==> src/rtl/hpdcache_arb_pkg.sv <==
// Shared types for the HPDcache request arbiter: the configuration-derived widths,
// the buffered request record, the quiesce FSM states and the tag packing helpers.
package hpdcache_arb_pkg;

   typedef struct packed {
      int NrDcacheReq;
      int DcacheAddrWidth;
      int DcacheDataWidth;
      int DcacheIdWidth;
      int DcacheMaxOutstanding;
   } cva6_cfg_t;

   localparam cva6_cfg_t CVA6_CFG = '{
      NrDcacheReq:          3,
      DcacheAddrWidth:      64,
      DcacheDataWidth:      64,
      DcacheIdWidth:        3,
      DcacheMaxOutstanding: 4
   };

   localparam int NrReq          = CVA6_CFG.NrDcacheReq;
   localparam int AddrWidth      = CVA6_CFG.DcacheAddrWidth;
   localparam int DataWidth      = CVA6_CFG.DcacheDataWidth;
   localparam int BeWidth        = DataWidth / 8;
   localparam int TidWidth       = CVA6_CFG.DcacheIdWidth;
   localparam int MaxOutstanding = CVA6_CFG.DcacheMaxOutstanding;
   localparam int IdxW           = $clog2(NrReq);
   localparam int TagW           = IdxW + TidWidth;
   localparam int CntW           = $clog2(MaxOutstanding + 1);

   typedef struct packed {
      logic [AddrWidth-1:0] addr;
      logic                 we;
      logic [DataWidth-1:0] wdata;
      logic [BeWidth-1:0]   be;
      logic [TagW-1:0]      tid;
   } hpdcache_req_t;

   typedef enum logic [1:0] {
      ARB_RUN,
      ARB_DRAIN,
      ARB_IDLE
   } arb_state_e;

   function automatic logic [TagW-1:0] pack_tag(input logic [IdxW-1:0]     idx,
                                                input logic [TidWidth-1:0] tid);
      return {idx, tid};
   endfunction

   function automatic logic [IdxW-1:0] tag_idx(input logic [TagW-1:0] tag);
      return tag[TagW-1 -: IdxW];
   endfunction

   function automatic logic [TidWidth-1:0] tag_tid(input logic [TagW-1:0] tag);
      return tag[TidWidth-1:0];
   endfunction

endpackage

==> src/rtl/rr_arbiter_core.sv <==
// Round-robin pick among N request lines; the pointer moves to one past the winner
// whenever a grant is issued.
module rr_arbiter_core #(
   parameter int N = 3,
   localparam int IW = (N > 1) ? $clog2(N) : 1
) (
   input  logic          clk_i,
   input  logic          rst_i,
   input  logic [N-1:0]  i_req,
   output logic [N-1:0]  o_gnt,
   output logic          o_gnt_valid,
   output logic [IW-1:0] o_gnt_idx
);

   logic [IW-1:0] r_ptr;
   logic          w_found;
   logic [IW-1:0] w_idx;

   function automatic logic [IW-1:0] wrap_add(input logic [IW-1:0] base, input int off);
      int s;
      s = int'(base) + off;
      if (s >= N) s = s - N;
      return s[IW-1:0];
   endfunction

   // NOTE: every signal written in always_comb gets a default first, so no path can infer a latch.
   always_comb begin
      w_found = 1'b0;
      w_idx   = '0;
      for (int off = 0; off < N; off++) begin
         if (!w_found && i_req[wrap_add(r_ptr, off)]) begin
            w_found = 1'b1;
            w_idx   = wrap_add(r_ptr, off);
         end
      end
   end

   assign o_gnt       = w_found ? (N'(1) << w_idx) : '0;
   assign o_gnt_valid = w_found;
   assign o_gnt_idx   = w_idx;

   // NOTE: sequential state uses non-blocking assignments so all flops update together at the edge.
   always_ff @(posedge clk_i) begin
      if (rst_i) begin
         r_ptr <= '0;
      end else if (w_found) begin
         r_ptr <= (w_idx == IW'(N - 1)) ? '0 : w_idx + IW'(1);
      end
   end

endmodule

==> src/rtl/hpdcache_req_arbiter.sv <==
// Shares one data-cache request port among NrReq requesters with a one-entry output
// stage, tagged response routing, per-requester in-flight counters and a quiesce handshake.
module hpdcache_req_arbiter
   import hpdcache_arb_pkg::*;
(
   input  logic                      clk_i,
   input  logic                      rst_i,
   input  logic [NrReq-1:0]          req_valid_i,
   output logic [NrReq-1:0]          req_ready_o,
   input  logic [NrReq*AddrWidth-1:0] req_addr_i,
   input  logic [NrReq-1:0]          req_we_i,
   input  logic [NrReq*DataWidth-1:0] req_wdata_i,
   input  logic [NrReq*BeWidth-1:0]  req_be_i,
   input  logic [NrReq*TidWidth-1:0] req_tid_i,
   output logic                      mem_req_valid_o,
   input  logic                      mem_req_ready_i,
   output logic [AddrWidth-1:0]      mem_req_addr_o,
   output logic                      mem_req_we_o,
   output logic [DataWidth-1:0]      mem_req_wdata_o,
   output logic [BeWidth-1:0]        mem_req_be_o,
   output logic [TagW-1:0]           mem_req_tid_o,
   input  logic                      mem_rsp_valid_i,
   input  logic [TagW-1:0]           mem_rsp_tid_i,
   input  logic [DataWidth-1:0]      mem_rsp_rdata_i,
   output logic [NrReq-1:0]          rsp_valid_o,
   output logic [TidWidth-1:0]       rsp_tid_o,
   output logic [DataWidth-1:0]      rsp_rdata_o,
   input  logic                      flush_i,
   output logic                      flush_idle_o,
   output logic                      err_o
);

   hpdcache_req_t   r_buf;
   hpdcache_req_t   w_win;
   logic            r_valid;
   logic [CntW-1:0] r_cnt     [NrReq];
   logic [CntW-1:0] w_cnt_nxt [NrReq];
   arb_state_e      r_state;
   arb_state_e      w_state_nxt;
   logic            r_err;
   logic            w_accept;
   logic [NrReq-1:0] w_elig;
   logic [NrReq-1:0] w_gnt;
   logic            w_gnt_valid;
   logic [IdxW-1:0] w_gnt_idx;
   logic [IdxW-1:0] w_rsp_idx;
   logic            w_rsp_err;
   logic            w_empty_nxt;

   assign w_accept = !r_valid || mem_req_ready_i;

   // A flush request blocks grants in the very cycle it is raised.
   always_comb begin
      w_elig = '0;
      for (int i = 0; i < NrReq; i++) begin
         w_elig[i] = req_valid_i[i] && (r_cnt[i] < CntW'(MaxOutstanding)) &&
                     (r_state == ARB_RUN) && !flush_i && w_accept;
      end
   end

   rr_arbiter_core #(.N(NrReq)) u_rr (
      .clk_i       (clk_i),
      .rst_i       (rst_i),
      .i_req       (w_elig),
      .o_gnt       (w_gnt),
      .o_gnt_valid (w_gnt_valid),
      .o_gnt_idx   (w_gnt_idx)
   );

   assign req_ready_o = w_gnt;

   always_comb begin
      w_win.addr  = req_addr_i[w_gnt_idx*AddrWidth +: AddrWidth];
      w_win.we    = req_we_i[w_gnt_idx];
      w_win.wdata = req_wdata_i[w_gnt_idx*DataWidth +: DataWidth];
      w_win.be    = req_be_i[w_gnt_idx*BeWidth +: BeWidth];
      w_win.tid   = pack_tag(w_gnt_idx, req_tid_i[w_gnt_idx*TidWidth +: TidWidth]);
   end

   always_ff @(posedge clk_i) begin
      if (rst_i) begin
         r_valid <= 1'b0;
         r_buf   <= '0;
      end else if (w_gnt_valid) begin
         r_valid <= 1'b1;
         r_buf   <= w_win;
      end else if (mem_req_ready_i) begin
         r_valid <= 1'b0;
      end
   end

   assign mem_req_valid_o = r_valid;
   assign mem_req_addr_o  = r_buf.addr;
   assign mem_req_we_o    = r_buf.we;
   assign mem_req_wdata_o = r_buf.wdata;
   assign mem_req_be_o    = r_buf.be;
   assign mem_req_tid_o   = r_buf.tid;

   assign w_rsp_idx   = tag_idx(mem_rsp_tid_i);
   assign rsp_tid_o   = tag_tid(mem_rsp_tid_i);
   assign rsp_rdata_o = mem_rsp_rdata_i;

   always_comb begin
      rsp_valid_o = '0;
      for (int i = 0; i < NrReq; i++) begin
         rsp_valid_o[i] = mem_rsp_valid_i && (w_rsp_idx == IdxW'(i));
      end
   end

   // Out-of-range tags and responses to an idle requester are errors; counters never underflow.
   always_comb begin
      w_rsp_err   = mem_rsp_valid_i && (int'(w_rsp_idx) >= NrReq);
      w_empty_nxt = !(w_gnt_valid || (r_valid && !mem_req_ready_i));
      for (int i = 0; i < NrReq; i++) begin
         w_cnt_nxt[i] = r_cnt[i];
         if (rsp_valid_o[i] && (r_cnt[i] == '0)) w_rsp_err = 1'b1;
         if (w_gnt[i] && !(rsp_valid_o[i] && (r_cnt[i] != '0))) begin
            w_cnt_nxt[i] = r_cnt[i] + CntW'(1);
         end else if (!w_gnt[i] && rsp_valid_o[i] && (r_cnt[i] != '0)) begin
            w_cnt_nxt[i] = r_cnt[i] - CntW'(1);
         end
         if (w_cnt_nxt[i] != '0) w_empty_nxt = 1'b0;
      end
   end

   // Emptiness is judged on next-cycle values so a quiet system reaches IDLE one cycle after flush_i.
   always_comb begin
      w_state_nxt = r_state;
      case (r_state)
         ARB_RUN:   if (flush_i) w_state_nxt = w_empty_nxt ? ARB_IDLE : ARB_DRAIN;
         ARB_DRAIN: begin
            if (!flush_i)         w_state_nxt = ARB_RUN;
            else if (w_empty_nxt) w_state_nxt = ARB_IDLE;
         end
         ARB_IDLE:  if (!flush_i) w_state_nxt = ARB_RUN;
         default:   w_state_nxt = ARB_RUN;
      endcase
   end

   // NOTE: r_cnt is a small flop array, not a RAM, so it is cleared by reset like any other state.
   always_ff @(posedge clk_i) begin
      if (rst_i) begin
         r_state <= ARB_RUN;
         r_err   <= 1'b0;
         for (int i = 0; i < NrReq; i++) r_cnt[i] <= '0;
      end else begin
         r_state <= w_state_nxt;
         r_err   <= r_err || w_rsp_err;
         for (int i = 0; i < NrReq; i++) r_cnt[i] <= w_cnt_nxt[i];
      end
   end

   assign flush_idle_o = (r_state == ARB_IDLE);
   assign err_o        = r_err;

endmodule

==> config.mk <==
export PLATFORM = sky130hd
export DESIGN_NAME = hpdcache_req_arbiter
export DESIGN_NICKNAME = d
export VERILOG_FILES = /design/src/rtl/hpdcache_arb_pkg.sv /design/src/rtl/rr_arbiter_core.sv /design/src/rtl/hpdcache_req_arbiter.sv
export SDC_FILE = /design/constraint.sdc
export NUM_CORES = 1
export LEC_CHECK = 0
export ABC_AREA = 0
export CAP_MARGIN = 20
export CORE_AREA = 4 4 274 276
export DETAILED_ROUTE_END_ITERATION = 16
export DIE_AREA = 0 0 278 280
export PLACE_DENSITY = 0.45
export SLEW_MARGIN = 20
export SYNTH_ARGS = -nofsm -noshare
export SYNTH_HDL_FRONTEND = slang
export SYNTH_SLANG_ARGS = --single-unit
==> constraint.sdc <==
create_clock -name clk_i -period 3 [get_ports clk_i]
set_clock_uncertainty 0.1 [all_clocks]
set_input_delay 0.6 -clock clk_i [delete_from_list [all_inputs] [get_ports clk_i]]
set_output_delay 0.6 -clock clk_i [all_outputs]
set_load 0.01 [all_outputs]
Yosys cells after proc, flatten, opt, wreduce, memory -nomap -nowiden
Memories as Yosys holds them, arrays and structs flattened. Cells that the tools add are included.

Memory bits (writable): 9. Input bits: 497. Flip-flop bits (word level): 148. Memories kept: 1.

Equality and inequality tests: 8. Shift operators: 5. $mul: 1. Reduce and logical (&&, ||, !) cells: 62. Order comparisons: 11. Muxes and demuxes: 45. Bitwise gates (word level): 3. Add/sub/neg operators: 12.

Memories: r_cnt (depth 3, width 3, rd ports 3, clocked after Yosys merged registers in 0, write ports 3, line hpdcache_req_arbiter.sv:36) `logic [CntW-1:0] r_cnt [NrReq];`.

Operator list (count): $shiftx 192x9->64 (2); $logic_and 1x1->1 (34); $mux 3 (10); $mux 2 (12); $shiftx 24x6->8 (1); $mux 1 (18); $reduce_bool 3->1 (6); $logic_not 1->1 (12); $lt 2x3->1 const B (4); $add 3x1->3 const B (3); $logic_not 3->1 (3); $lt 3x3->1 const B (3); $shiftx 9x5->3 (1); $sub 3x1->3 const B (3); $bmux 1 s2 (4); $eq 2x2->1 const B (3); $ge 3x2->1 const B (2); $pmux 2 s3 (1); $eq 2x1->1 const B (2); $ge 2x2->1 const B (2); $logic_not 2->1 (2); $mul 2x2->4 const B (1); $ne 2x2->1 const B (2); $sub 2x1->2 const B (2); 10 further kinds (14).

Logic depth before layout (Yosys ltp)
An unclocked memory read counts as a cell.

Depth in word-level cells: 29. Mapped depth: 10.

Hierarchy
Synthesis repeated with hierarchy kept, for this count alone.

Cell total of the unflattened synthesis: 1174. Area total of the unflattened synthesis: 9351.5 sq um.

Modules (own cells, without submodules): hpdcache_req_arbiter (cells each 1128, area each 8986.1 sq um, times used 1); rr_arbiter_core (cells each 46, area each 365.4 sq um, times used 1).

Worst setup path before layout
OpenSTA, ideal clock, no wires.

Path kind: input-to-output. Start point: input port req_valid_i[2]. End point: output port req_ready_o[2]. Path slack: 0.482 ns. Data required time: 2.300 ns. Data arrival time: 1.818 ns. Buffers on the path: 2. Cell stages on the path: 6. Cell sequence: nor2b_1 > o21ai_1 > or4_4 > inv_2 > buf_4 > buf_2.

Longest elaborated chain between the ends: 15. Elaborated cells on any way between the ends: 22.

RTL lines: start, declared (line hpdcache_req_arbiter.sv:8) `input logic [NrReq-1:0] req_valid_i,`; $logic_and 1x1->1 * (2 in series) (line hpdcache_req_arbiter.sv:56) `w_elig[i] = req_valid_i[i] && (r_cnt[i] < CntW'(MaxOutstanding)) &&`; $logic_and 1x1->1 * (2 in series) (line hpdcache_req_arbiter.sv:57) `(r_state == ARB_RUN) && !flush_i && w_accept;`; $bmux 1 s2 (line rr_arbiter_core.sv:31) `if (!w_found && i_req[wrap_add(r_ptr, off)]) begin`; $mux 1 (not written as such) (line rr_arbiter_core.sv:31); $mux 1 (line rr_arbiter_core.sv:31); $logic_not 1->1 (line rr_arbiter_core.sv:31); $logic_and 1x1->1 (line rr_arbiter_core.sv:31); $mux 1 (line rr_arbiter_core.sv:31); $logic_not 1->1 (line rr_arbiter_core.sv:31); $logic_and 1x1->1 (line rr_arbiter_core.sv:31); $mux 2 (line rr_arbiter_core.sv:31); $shl 1x2->3 (line rr_arbiter_core.sv:38) `assign o_gnt = w_found ? (N'(1) << w_idx) : '0;`; $mux 3 * (line rr_arbiter_core.sv:38); end, declared (line hpdcache_req_arbiter.sv:9) `output logic [NrReq-1:0] req_ready_o,`.

Every way passes the cells marked *; elsewhere a longest branch is shown, timed or not. The select of a mux whose other input is x is not followed.

Worst setup path in the final report
Start point: input port req_valid_i[1]. End point: output port req_ready_o[0].

Same word-level chain as after synthesis.

==> out/metrics.cfg <==
[placement]
dp.cells=2320
hpwl_um=33540
globalplace.congestion=0.9398
numPortBuffers=580

[critical_path]
worstSetupStartpoint=req_valid_i[1]
end_kind=output port
critPathRequiredTime_ns=2.30
crit_path_end=req_ready_o[0]
r2r-start=u_rr.r_ptr[0]
r2r_end=mem_req_wdata_o[25]
path_class=input pin to output port
critPathArrivalTime_ns=2.21
r2r_setup_slack_ns=0.23
startpoint_type=input pin
cp_max_fo=3
worstRegToRegCells=9

[synthesis]
ys_seq_area_frac=0.3952
synth_area_per_cell_sq_um=9.038
ys_ff_latch=157
syn_nets=1388
async_flop_share=0
synth_cell_type_count=52
synth_edf_count=0
yosys_warnings=0
ys.flop_type=dfxtp_1
synth_cells=880
synth_area_sq_um=7954

[cts]
cts_inserted_buffers=17
numClockSinks=157
cts_max_path_buffers=2
cts_root_buf=clkbuf_16
cts_setup_buffers=0
htree_levels=4
clk_pin_slew_ns=0.07
cts_tree=built
worst_skew_pair.late_latency_ns=0.47

[cells_and_area]
final_cell_mix=clkdlybuf4s50_1 (575), nor2_1 (158), dfxtp_1 (156)
drive_gt1_frac=0.08471
finalNonFillerCells=2353
final_common_cell=clkdlybuf4s50_1
area_growth_pct=92.65
fin_nets=1888

[floorplan]
initial_core_util=0.1096
die-area_sq_um=77840
core_sq_um=72590
std_cell_rows=99
die_w_um=278
die_h_um=280
io_pins=715

[outcome]
status=finished clean

[grt]
globalRouteTotalUtil=0.1024
grt_start_max_net_pins=89
overflow=0
grt_pass1_vias=9668
grt_pass1_wl_um=60270
antenna_found_initial=3

[detailed_routing]
vias_per_cell=4.014
drcViolationCount=0
drt_wl_total_um=42380
wl_per_cell_um=18.01
drtIter0Drc=723
firstDrtPassIters=8
drtAntennaViolNets=0
num_vias=9444

[timing]
setup_viol=0
hold_violations=0
max_freq_mhz=343.2
slew_violations=0
min_period_ns=2.914
finalSetupTns_ns=0
fin_crit_sh=0.9713
rsz0062_at_grt=false
holdWs_ns=0.3976
tightestPinTransition_ns=0.5835
maxSlewHeadroom=0.6110

[pwr]
ir_drop_v=0.0002466
p_leak_nw=5.130
power_mw=10.72
power_density_nw_per_um2=699.6

[hold_path]
hold_path.class=register to register

[job]
max-cap-violations=0

[cell type report]
cell class                 count  area (sq um)
timing repair buffer         645          6454
fill                        7940         57260
sequential                   157          3144
clock buffer                  18         439.2
antenna                        1         2.502
clock inverter                14         126.4
inverter                      17         68.82
multi-input combinational    542          3889
tap                          959          1200
[stage by stage]
stage          utilization  instance area (sq um)  worst slack, ns
3_5_place_dp        0.2027                  14710          -0.2942
3_3_place_gp        0.2027                  14710          -0.3124
2_1_floorplan            -                   7954           0.4815
6_report            0.2111                  15320          0.08606
5_1_grt             0.2111                  15320         0.002744
4_1_cts             0.2107                  15300         0.005970
[cell usage after synthesis (11+ instances only)]
| library cell | instances | area share |
|---|---|---|
| buf_4 | 70 | 0.066 |
| nor2_1 | 158 | 0.075 |
| ha_1 | 11 | 0.017 |
| a211oi_1 | 143 | 0.13 |
| a222oi_1 | 140 | 0.18 |
| inv_1 | 16 | 0.0076 |
| dfxtp_1 | 157 | 0.40 |
| buf_2 | 32 | 0.020 |
| clkbuf_1 | 56 | 0.026 |
| nand2_1 | 12 | 0.0057 |
[power by group]
| group | switching (mW) | internal (mW) |
|---|---|---|
| clock network | 1.08 | 1.11 |
| registers | 0.385 | 2.73 |
| logic | 2.58 | 2.83 |
[worst max-delay path, stage by stage]
cell,delay [ns]
clkdlybuf4s50_1,0.48
nor2b_2,0.16
nor2_1,0.08
maj3_1,0.41
a21oi_4,0.18
nand2_2,0.09
inv_4,0.09
buf_12,0.11
[layer usage]
metal / up-vias / share of wire / GRT usage
met5: - / 0.00019 / 0
met4: 2 / 0.050 / 0.06031
met3: 100 / 0.090 / 0.03744
met2: 528 / 0.48 / 0.1745
met1: 4354 / 0.38 / 0.1092
li1: 4460 / - / -
[cells by family after synthesis]
group | after synthesis | share of synthesized area
mux | 3 | 0.003776
fa+ha+maj | 14 | 0.02108
flops | 157 | 0.3952
compound gates | 314 | 0.3382
buf+inv | 181 | 0.1235
simple gates | 205 | 0.1117
xor+xnor | 6 | 0.006607
[worst min path at each step]
stage                                    from  slack (ns)  depth (start not counted)             endpoint
after floorplan                 u_rr.r_ptr[0]        0.36                          2        u_rr.r_ptr[0]
after global placement       mem_req_tid_o[3]        0.37                          2     mem_req_tid_o[3]
after detailed placement     mem_req_tid_o[4]        0.39                          2     mem_req_tid_o[4]
after CTS                  mem_req_addr_o[17]        0.40                          2   mem_req_addr_o[17]
after global routing      mem_req_wdata_o[61]        0.42                          2  mem_req_wdata_o[61]
final                     mem_req_wdata_o[57]        0.40                          2  mem_req_wdata_o[57]
[state kept, by name (all words and copies together), names as in the netlist]
register	flops
r_cnt	9
mem_req_addr_o	64
mem_req_we_o	1
mem_req_be_o	8
mem_req_wdata_o	64
mem_req_valid_o	1
err_o	1
mem_req_tid_o	5
r_state	2
u_rr.r_ptr	2
[what timing repair did]
item,CTS,global route
hold buffers,0,0
endpoints found under the setup margin,3,2
pin swaps,2,0
resized for setup,12,5
Note: power is estimated with default switching activity, not from simulation.
